`config.mk`:
```
export PLATFORM = sky130hd
export DESIGN_NAME = seg_scan_decoder
export DESIGN_NICKNAME = d
export VERILOG_FILES = /design/src/rtl/seg_scan_decoder.sv
export SDC_FILE = /design/constraint.sdc
export NUM_CORES = 1
export LEC_CHECK = 0
export CORE_MARGIN = 2
export CORE_UTILIZATION = 65
export DETAILED_ROUTE_END_ITERATION = 12
export DONT_BUFFER_PORTS = 1
export GPL_ROUTABILITY_DRIVEN = 0
export PLACE_DENSITY = 0.81
export SLEW_MARGIN = 10
export SYNTH_ARGS = -nofsm -noshare
export SYNTH_HDL_FRONTEND = slang
export SYNTH_SLANG_ARGS = --single-unit
export TNS_END_PERCENT = 10
```
`constraint.sdc`:
```
create_clock -name clk -period 3.8 [get_ports clk]
set_clock_uncertainty 0.05 [all_clocks]
set_input_delay 0.19 -clock clk [delete_from_list [all_inputs] [get_ports clk]]
set_output_delay 0.19 -clock clk [all_outputs]
set_load 0.01 [all_outputs]
```
`src/rtl/seg_scan_decoder.sv`:
```
// seg_scan_decoder: passive monitor of a multiplexed 7-segment bus.
// It decodes each stable digit pattern back to its 5-bit code and
// assembles complete display frames.
// Optional build macro: ROLL_DETECT_EN adds the roll_left output.
//
// state  | meaning
// -------+----------------------------------------------------------
// IDLE   | anodes not one-hot-low; counter cleared
// SETTLE | one digit selected; counting identical {an,seg} cycles
// HOLD   | digit captured; waiting for {an,seg} to change
module seg_scan_decoder #(
   parameter int NUM_DIGITS    = 4,
   parameter int STABLE_CYCLES = 4
) (
   input  logic                    clk,
   input  logic                    rst,
   input  logic [NUM_DIGITS-1:0]   an,
   input  logic [6:0]              seg,
   output logic [NUM_DIGITS*5-1:0] frame_codes,
   output logic                    frame_valid,
   output logic                    frame_changed,
   output logic                    decode_err
`ifdef ROLL_DETECT_EN
   ,
   output logic                    roll_left
`endif
);

   localparam int IW = (NUM_DIGITS > 1) ? $clog2(NUM_DIGITS) : 1;
   localparam int SW = NUM_DIGITS + 7;
   localparam logic [7:0] STABLE = 8'(STABLE_CYCLES);

   typedef enum logic [1:0] {IDLE, SETTLE, HOLD} state_t;

   state_t                  state, state_nxt;
   logic [SW-1:0]           prev;
   logic [7:0]              cnt, cnt_nxt;
   logic [NUM_DIGITS*5-1:0] shadow, shadow_nxt;
   logic [NUM_DIGITS-1:0]   seen, seen_nxt;
   logic [IW-1:0]           idx;
   logic [4:0]              code;
   logic                    code_err;
   logic                    changed, onehot, capture, frame_done, frame_diff;

   assign changed    = ({an, seg} != prev);
   assign onehot     = $onehot(~an);
   assign frame_done = &seen;
   assign frame_diff = (shadow != frame_codes);

   // Run length of the current pattern, counting this cycle as one.
   always_comb begin
      cnt_nxt = cnt;
      if (!onehot)
         cnt_nxt = 8'd0;
      else if (changed)
         cnt_nxt = 8'd1;
      else if (cnt != STABLE)
         cnt_nxt = cnt + 8'd1;
   end

   // Next state and capture strobe; HOLD persists only while the bus is unchanged.
   always_comb begin
      state_nxt = state;
      capture   = 1'b0;
      if (!onehot)
         state_nxt = IDLE;
      else if (state == HOLD && !changed)
         state_nxt = HOLD;
      else if (cnt_nxt == STABLE) begin
         capture   = 1'b1;
         state_nxt = HOLD;
      end else
         state_nxt = SETTLE;
   end

   // Selected digit index from the single low anode.
   always_comb begin
      idx = '0;
      for (int i = 0; i < NUM_DIGITS; i++)
         if (!an[i]) idx = IW'(i);
   end

   // Segment-to-code table; aliased patterns appear once, at their lowest code.
   always_comb begin
      code_err = 1'b0;
      case (seg)
         7'b1111111: code = 5'd0;
         7'b0001001: code = 5'd1;
         7'b0000110: code = 5'd2;
         7'b1000111: code = 5'd3;
         7'b1000000: code = 5'd4;
         7'b1111001: code = 5'd5;
         7'b0001000: code = 5'd6;
         7'b1111000: code = 5'd7;
         7'b0000000: code = 5'd8;
         7'b0010000: code = 5'd9;
         7'b0000011: code = 5'd11;
         7'b0100111: code = 5'd12;
         7'b0100001: code = 5'd13;
         7'b0001110: code = 5'd15;
         7'b0100011: code = 5'd16;
         default: begin
            code     = 5'd31;
            code_err = 1'b1;
         end
      endcase
   end

   // Completing frame empties the shadow set before a same-cycle capture lands in it.
   always_comb begin
      shadow_nxt = shadow;
      seen_nxt   = seen;
      if (frame_done) begin
         shadow_nxt = '0;
         seen_nxt   = '0;
      end
      if (capture) begin
         shadow_nxt[idx*5 +: 5] = code;
         seen_nxt[idx]          = 1'b1;
      end
   end

`ifdef ROLL_DETECT_EN
   logic roll_match;

   // New frame is the old one shifted up by one digit.
   always_comb begin
      roll_match = 1'b1;
      for (int i = 1; i < NUM_DIGITS; i++)
         if (shadow[i*5 +: 5] != frame_codes[(i-1)*5 +: 5]) roll_match = 1'b0;
   end
`endif

   // FSM state register.
   always_ff @(posedge clk) begin
      if (rst)
         state <= IDLE;
      else
         state <= state_nxt;
   end

   // Sample history, stability counter, shadow frame and output frame.
   always_ff @(posedge clk) begin
      if (rst) begin
         prev          <= '1;
         cnt           <= 8'd0;
         shadow        <= '0;
         seen          <= '0;
         frame_codes   <= '0;
         frame_valid   <= 1'b0;
         frame_changed <= 1'b0;
         decode_err    <= 1'b0;
`ifdef ROLL_DETECT_EN
         roll_left     <= 1'b0;
`endif
      end else begin
         prev          <= {an, seg};
         cnt           <= cnt_nxt;
         shadow        <= shadow_nxt;
         seen          <= seen_nxt;
         frame_valid   <= frame_done;
         frame_changed <= frame_done && frame_diff;
         decode_err    <= capture && code_err;
         if (frame_done)
            frame_codes <= shadow;
`ifdef ROLL_DETECT_EN
         roll_left     <= frame_done && frame_diff && roll_match;
`endif
      end
   end

endmodule

```
==> out/results.txt, run 1 <==
grt ovf: 0
number of CTS-inserted buffers: 9
post-synth top area share: 0.3975
Worst Tran Pin Value: 0.8366 ns
Hold WC Path Type: input pin to flop
register bit total from synthesis: 68
Synth area leaders: dfxtp_1, a21oi_1, xnor2_1
clk slew on worst S/H paths: 0.08 ns
initial antenna violation count: 0
Crit Path Max Fanout: 25
CTS sink cnt: 68
CP cell instances: inv_1 > ha_1 > or3_1 > a2111oi_2 > a31o_2 > o2111ai_1 > a21oi_1
Post-Syn Area per Cell: 8.414 um^2
Die W: 76.59 um
slowest cell delay on critical path: 0.52 ns
vias in the first global route: 2676
H-tree levels: 3
period utilization: 0.6569
yosys warns: 0
area leader, netlist: dfxtp_1
Worst setup EP type: flop
Most used DFF post-synth: dfxtp_1
Required @ worst endpoint: 4.03 ns
Final Setup Violations: 0
Critical Path AT: 2.73 ns
Syn Inst Count: 407
I/O pin total: 36
Critical Path Source Type: flop
final hold viol count: 0
share of synthesized flip-flops with an asynchronous set or reset: 0
most frequent cells in the layout: dfxtp_1, nand2_1, a21oi_1
Final Critical Period: 2.496 ns
Mapped Area: 3425 um^2
Initial Utilization: 0.6705
EDFF count, synth: 0
placement row count: 26
pin count of the biggest net entering global routing: 59
fin. max-slew vios: 0
die area: 5865 um^2
Max Freq: 400.6 MHz
Syn Nets: 425
Setup CP Type: flop to flop
relative slew slack: 0.4371
Core Footprint: 5107 um^2
share of cells above drive strength 1: 0.09662
routed wire length: 7.335 mm
RSZ-0062 raised after global routing: no
TritonRoute pass-1 iters: 5
Pleak: 1.293 nW
clock buffer depth: 2
Die H: 76.59 um
Hold Slack: 0.01879 ns
CP max stage cell: a31o_2
most common cell after layout, fill and taps aside: dfxtp_1
TNS Setup: 0 ns
all-layer global routing usage: 0.2599
Nets: 427
Worst VDD drop: 0.2418 mV
detailed placer's ending HPWL: 4.727 mm
Layout area overhead: 10.45%
CTS resizes: 0
DRT antenna net count: 0
Seq/Total Area, Yosys: 0.3975
first-pass GRT wire length: 12.30 mm
Post-route DRC: 0
routed length per instance: 15.15 um
port bufs: 0
Distinct cells, synth: 50
Fillers: 391
pwr/cell area: 397.9 nW/um^2
Final Util: 0.7406
clock latency on the worst-skew pair: 0.35 ns
CTS tree: built
run status: completed
Root Buffer: clkbuf_8
Vias/cell: 6.043
total of max-cap violations: 0
via count: 2925
diode count: 0
Initial DRC Count: 213
## report_power, final
group | switching (mW) | leakage (nW) | total (mW) | internal (mW)
registers | 0.00503 | 0.551 | 0.726 | 0.721
clock network | 0.274 | 0.116 | 0.697 | 0.424
logic | 0.0407 | 0.626 | 0.0817 | 0.0410
## per-layer routing
| metal | vias to the layer above | track usage | routed length, um |
|---|---|---|---|
| met3 | 16 | 0.07583 | 437 |
| met5 | - | 0 | 0 |
| li1 | 1447 | - | - |
| met1 | 1372 | 0.3338 | 3320 |
| met2 | 90 | 0.4088 | 3423 |
| met4 | 0 | 0.1091 | 154 |
## what timing repair did
item	CTS	global route
setup buffers	0	0
hold buffers	12	0
hold endpoints to repair	59	0
## path summary, 6_finish.rpt
check	startpoint	endpoint	slack, ns	cells past startpoint
max	cnt[0]	shadow[19]	1.30	7
min reg2reg	seen[0]	seen[0]	0.42	2
min	rst	decode_err	0.02	1
max reg2reg	cnt[0]	shadow[19]	1.30	7
## critical path, delay by kind of cell (launching register included)
family	cells	cell delay, ns
AOI/OAI and AO/OA	4	1.14
adders and majority gates	1	0.31
buffers and inverters	1	0.09
DFF	1	0.45
and+or+nand+nor	1	0.37
## cells in the mapped netlist, types with 2 or more instances
cell / instances
a31oi_1: 2
ha_1: 4
a31o_2: 2
o211ai_1: 19
a21oi_1: 48
o21ai_0: 13
and3_1: 2
buf_4: 4
xor2_1: 17
clkbuf_1: 14
nand4b_1: 2
nand2_1: 55
and2_1: 11
nand2b_1: 4
dfxtp_1: 68
buf_6: 2
inv_1: 6
nand4_1: 11
or2_2: 12
nor2b_1: 3
nor3_1: 6
nand3_1: 17
nor2_1: 17
o2111ai_1: 3
or3_1: 4
xnor2_1: 24
and4_1: 3
nor4_1: 8
buf_2: 5
## area by class of cell
cell class / count / area (um^2) / share of cell area
multi-input combinational: 307 / 1907 / 0.5041
timing repair buffer: 16 / 163.9 / 0.04333
clock inverter: 3 / 67.56 / 0.01786
inverter: 7 / 26.28 / 0.006947
clock buffer: 13 / 168.9 / 0.04466
tap: 70 / 87.58 / 0.02316
sequential: 68 / 1361 / 0.3599
## metrics by stage
stage	worst slack [ns]	cells	power (mW)	area, um^2
after floorplan	1.321	407	0.8123	3425
after global placement	1.106	455	0.8015	3405
after detailed placement	1.055	455	0.8031	3405
after CTS	1.337	483	1.514	3771
after global routing	1.122	484	1.556	3782
final	1.304	484	1.505	3782
## registers in the layout (all words and copies together) (netlist names)
signal,count
decode_err,1
frame_codes,20
shadow,20
frame_valid,1
state,2
seen,4
cnt,8
frame_changed,1
prev,11
## logic make-up (layout without fill, tap and decap cells)
group / Yosys count / in the layout / synth area share
xor+xnor: 42 / 42 / 0.1096
buf+inv: 32 / 39 / 0.04567
compound gates: 97 / 97 / 0.1750
flops: 68 / 68 / 0.3975
simple gates: 163 / 163 / 0.2517
fa+ha+maj: 5 / 5 / 0.02046
No activity file was read; power rests on OpenSTA's default activity.
==> run 2, diff against run 1 <==
- CORE_UTILIZATION: 65 -> 63
- PLACE_DENSITY: 0.81 -> 0.79
- clock period: 3.8 -> 2.3 ns (I/O delays scaled with it)
==> run 2 against run 1 <==
  * Final area grew 3.6%
  * Setup slack got worse by 1.2 ns
  * Sequential power grew 65%
  * Global-route usage up 1.1 points
  * Die area is 3.0% higher
  * Critical path type is now input pin to flop
==> out/results.txt, run 2 (same netlist as run 1, synthesis figures left out) <==
post-CTS setup buffers: 0 (unchanged)
Post-route DRC: 0 (unchanged)
Initial Utilization: 0.6621 (-0.008434)
CTS tree: built
WP depth: 11 (+4)
initial antenna violation count: 0 (unchanged)
Final Critical Period: 2.214 ns
Required @ worst endpoint: 2.54 ns (-1.49 ns)
Max Freq: 451.7 MHz
most frequent cells in the layout: dfxtp_1, nand2_1, a21oi_1
Crit Path Max Fanout: 25 (unchanged)
Layout area overhead: 14.40%
vias in the first global route: 2719 (+1.6%)
run status: completed
Critical Path Source Type: input pin
first-pass GRT wire length: 12.93 mm (+5.1%)
Worst VDD drop: 0.5878 mV (+140%)
die area: 6041 um^2 (+3.0%)
Root Buffer: clkbuf_8
Initial DRC Count: 321 (+51%)
CP bufs+invs: 2 (+1)
period utilization: 0.9625
slowest cell delay on critical path: 0.54 ns (+0.02 ns)
biggest regs: frame_codes x20, shadow x20, prev x11
clk slew on worst S/H paths: 0.08 ns (about the same)
routed length per instance: 16.13 um (+6.4%)
DRT antenna net count: 0 (unchanged)
Worst setup EP type: flop
pin count of the biggest net entering global routing: 60 (+1.7%)
via count: 2969 (+1.5%)
Nets: 433 (+1.4%)
Final WS setup: 0.08620 ns (-1.218 ns)
Hold Slack: 0.02475 ns (+0.005960 ns)
total power: 2.662 mW (+77%)
diode count: 0 (unchanged)
relative slew slack: 0.4228 (-0.01438)
final hold viol count: 0 (unchanged)
Critical Path AT: 2.46 ns (-0.27 ns)
total of max-cap violations: 0 (unchanged)
Setup CP Type: input pin to flop
placement row count: 26 (unchanged)
Core Footprint: 5172 um^2 (+1.3%)
Final Setup Violations: 0 (unchanged)
Die W: 77.73 um (+1.5%)
H-tree levels: 3 (unchanged)
I/O pin total: 36 (unchanged)
hold depth: 3 (+2)
all-layer global routing usage: 0.2710 (+0.01110)
Final Util: 0.7574 (+0.01681)
most common cell after layout, fill and taps aside: dfxtp_1
routed wire length: 7.887 mm (+7.5%)
detailed placer's ending HPWL: 4.991 mm (+5.6%)
CP delay by family, top: adder cells
share of cells above drive strength 1: 0.1265 (+0.02987)
Die H: 77.73 um (+1.5%)
most used cell, CP: ha_1
Hold WC Path Type: input pin to flop
TritonRoute pass-1 iters: 5 (unchanged)
clock buffer depth: 2 (unchanged)
Vias/cell: 6.072 (+0.47%)
number of CTS-inserted buffers: 9 (unchanged)
Worst Reg2Reg Path Length in Cells: 8 (+1)
Worst Tran Pin Value: 0.8580 ns (+0.02138 ns)
CTS sink cnt: 68 (unchanged)
port bufs: 0 (unchanged)
grt ovf: 0 (unchanged)
pwr/cell area: 679.4 nW/um^2 (+71%)
Pleak: 1.339 nW (+3.5%)
RSZ-0062 raised after global routing: yes
clock latency on the worst-skew pair: 0.36 ns (about the same)
fin. max-slew vios: 0 (unchanged)
CP max stage cell: fa_1
pre-CTS setup slack: -0.1467 ns (-1.202 ns)
CP cell instances: fa_1 > inv_1 > ha_1 > ha_1 > nor2_1 > nand2_2 > a2111oi_4 > a31o_2 > buf_12 > nand4_1 > a21oi_2
TNS Setup: 0 ns (unchanged)
[run 2: layout make-up]
cell class	count	area, um^2
Inverter	7	26.28
Tap cell	70	87.58
Clock buffer	9	123.9
Fill cell	369	1255
Timing Repair Buffer	22	221.5
Multi-Input combinational cell	307	1953
Sequential cell	68	1369
Clock inverter	6	136.4
[run 2: path summary, 6_finish.rpt]
kind,from,endpoint,slack [ns]
max,an[0],shadow[17],0.09
min,rst,cnt[1],0.02
max reg2reg,cnt[0],shadow[17],0.09
min reg2reg,shadow[3],frame_codes[3],0.42
[run 2: through the flow]
step | cell area, um^2 | std cells
6_report | 3918 | 489
5_1_grt | 3918 | 489
4_1_cts | 3862 | 489
3_5_place_dp | 3470 | 462
3_3_place_gp | 3470 | 462
2_1_floorplan | 3428 | 407
[run 2: layer usage]
metal / up-vias / wire, um / track usage
met3: 11 / 423 / 0.07326
met2: 86 / 3805 / 0.4319
li1: 1460 / - / -
met5: - / 0 / 0
met1: 1412 / 3536 / 0.3564
met4: 0 / 122 / 0.08750
[run 2: where the power goes]
group / total, mW / internal, mW / switching, mW
registers: 1.20 / 1.19 / 0.00961
logic: 0.152 / 0.0750 / 0.0772
clock network: 1.31 / 0.827 / 0.483
total: 2.66 / 2.09 / 0.569
[run 2: worst reg2reg max path: stages, from the launching register on]
cell	delay [ns]
dfxtp_4	0.40
inv_1	0.06
ha_1	0.30
or3_1	0.39
a2111oi_4	0.24
a31o_2	0.24
buf_12	0.16
nand4_1	0.15
a21oi_2	0.17
[run 2: what timing repair did]
item	in CTS	in global routing
hold endpoints to repair	60	0
pin swaps	1	3
resized for setup	2	12
setup endpoints to repair	20	22
cloned	0	0
hold buffers	12	0
==> run 3, diff against run 2 <==
- CORE_UTILIZATION: 63 -> 38
- CTS_CLUSTER_DIAMETER: default -> 80
- PLACE_DENSITY: 0.79 -> default
- RECOVER_POWER: default -> 100
==> run 3 against run 2 <==
  * Routed wire length increased by 4.5%
  * Core utilization down 30 points
  * Critical path depth unchanged
  * Critical path type unchanged
  * Critical endpoint unchanged
  * Highest routed layer unchanged
==> out/results.txt, run 3 (same netlist as run 1, synthesis figures left out) <==
Post-route DRC: 0 (unchanged)
hold depth: 4 (+1)
placement row count: 34 (+31%)
Layout area overhead: 15.93%
Hold WC Path Type: input pin to flop
Initial Utilization: 0.3927 (-0.2694)
pwr/cell area: 564.1 nW/um^2 (-17%)
Required @ worst endpoint: 2.52 ns (-0.02 ns)
final hold viol count: 0 (unchanged)
Worst Hold End: seen[2]
sequential share of power: 0.535 (+0.084)
Die H: 98.93 um (+27%)
Nets: 441 (+1.8%)
CP cell instances: fa_1 > inv_1 > ha_1 > ha_1 > nor2_2 > nand2_2 > a2111oi_4 > a31o_4 > buf_4 > nand4_1 > a21oi_1
first-pass GRT wire length: 13.63 mm (+5.4%)
Worst VDD drop: 0.4231 mV (-28%)
Net Sw Frac: 0.2452 (+0.03126)
detailed placer's ending HPWL: 5.447 mm (+9.1%)
relative slew slack: 0.4429 (+0.02017)
hold path start: an[2]
Critical Path Source Type: input pin
clk slew on worst S/H paths: 0.08 ns (about the same)
Worst Reg2Reg Path Length in Cells: 8 (unchanged)
H-tree levels: 3 (unchanged)
fin. max-slew vios: 0 (unchanged)
period utilization: 0.9616 (about the same)
Vias/cell: 5.466 (-10%)
CP delay by family, top: adder cells
NetSw: 0.5491 mW (-3.6%)
all-layer global routing usage: 0.1716 (-0.09943)
Worst setup EP type: flop
placed cells: 504 (+9.1%)
I/O pin total: 36 (unchanged)
CTS tree: built
via count: 2930 (-1.3%)
Gate power share: 0.070 (+0.013)
Final Critical Period: 2.212 ns (-0.002171 ns)
Max Freq: 452.2 MHz (about the same)
pin count of the biggest net entering global routing: 60 (unchanged)
Setup CP Type: input pin to flop
internal power: 1.690 mW (-19%)
total of max-cap violations: 0 (unchanged)
clock latency on the worst-skew pair: 0.34 ns (-0.02 ns)
Worst R2R Setup Slack: 0.10 ns (about the same)
CTS sink cnt: 68 (unchanged)
routed length per instance: 15.37 um (-4.7%)
Post-DP Area: 3547 um^2 (+2.2%)
Initial DRC Count: 157 (-51%)
Worst Tran Pin Value: 0.8356 ns (-0.02235 ns)
TritonRoute pass-1 iters: 4 (-1)
port bufs: 0 (unchanged)
Worst R2R Start: cnt[0]
CP max stage cell: fa_1
die area: 9787 um^2 (+62%)
vias in the first global route: 2713 (-0.22%)
biggest regs: frame_codes x20, shadow x20, prev x11
most frequent cells in the layout: dfxtp_1, nand2_1, a21oi_1
most common cell after layout, fill and taps aside: dfxtp_1
CP bufs+invs: 2 (unchanged)
clock buffer depth: 2 (unchanged)
Core Footprint: 8721 um^2 (+69%)
Pleak: 1.354 nW (+1.1%)
Crit Path Max Fanout: 7 (-72%)
Finished Layout Cells: 536 (+9.6%)
share of cells above drive strength 1: 0.1472 (+0.02070)
Die W: 98.93 um (+27%)
Final Setup Violations: 0 (unchanged)
diode count: 0 (unchanged)
Root Buffer: clkbuf_8
number of CTS-inserted buffers: 9 (unchanged)
grt ovf: 0 (unchanged)
TNS Setup: 0 ns (unchanged)
initial antenna violation count: 0 (unchanged)
slowest cell delay on critical path: 0.52 ns (-0.02 ns)
total power: 2.239 mW (-16%)
routed wire length: 8.238 mm (+4.5%)
run status: completed
reg2reg end: shadow[17]
most used cell, CP: ha_1
DRT antenna net count: 0 (unchanged)
share of total power in the clock network: 0.395 (-0.097)
Critical Path AT: 2.43 ns (-0.03 ns)
Final Util: 0.4552 (-0.3021)
final instance area: 3970 um^2 (+1.3%)
[run 3: cell count changes in the layout (fill, tap and decap cells not counted), sizes merged]
cell / before / now
clkinv: 1 / 6
bufinv: 4 / 0
buf: 11 / 15
clkbuf: 9 / 14
inv: 7 / 6
[run 3: layer usage]
layer | routed length, um | vias to the layer above | GRT usage
met3 | 450 | 13 | 0.05461
met1 | 3884 | 1368 | 0.2308
met5 | 0 | - | 0
met4 | 100 | 0 | 0.04426
met2 | 3802 | 64 | 0.2672
li1 | - | 1485 | -
[run 3: repair_timing]
| action | 4_1_cts | 5_1_grt |
|---|---|---|
| cloned | 0 | 2 |
| gates resized for setup | 2 | 14 |
| setup endpoints to repair | 21 | 23 |
| hold buffers | 12 | 0 |
| hold endpoints to repair | 60 | 0 |
| pin swaps | 1 | 8 |
| setup buffers | 0 | 2 |
[run 3: per-stage QoR]
stage	setup slack (ns)	hold slack, ns
6_report	0.08837	0.04748
2_1_floorplan	-0.01350	0.1716
3_3_place_gp	-0.1043	0.1480
4_1_cts	0.01838	0.02410
3_5_place_dp	-0.1782	0.1480
5_1_grt	-0.006066	0.04597
[run 3: worst max path at each step]
stage	start	end	slack, ns	cells after the start
after floorplan	an[0]	shadow[14]	-0.01	11
after global placement	an[0]	shadow[6]	-0.10	11
after detailed placement	an[0]	shadow[11]	-0.18	11
after CTS	cnt[0]	shadow[11]	0.02	8
after global routing	an[0]	shadow[17]	-0.006	11
final	an[0]	shadow[17]	0.09	11
[run 3: layout make-up]
class,instances,area [um^2]
tap,108,135.1
clock inverter,6,40.04
multi-input combinational,307,1974
clock buffer,10,137.6
timing repair buffer,30,292.8
inverter,7,26.28
fill,850,4751
sequential,68,1364
[run 3: power groups by stage]
stage	Clock (mW)	Sequential, mW	Combinational, mW
2_1_floorplan	0	1.22	0.117
3_3_place_gp	0	1.22	0.112
4_1_cts	0.913	1.20	0.151
3_5_place_dp	0	1.23	0.116
5_1_grt	0.967	1.20	0.177
6_report	0.884	1.20	0.158
[run 3: tightest hold or removal path, stage by stage]
cell	delay (ns)
nor4_2	0.02
buf_4	0.15
nand2_1	0.06
a21oi_1	0.05
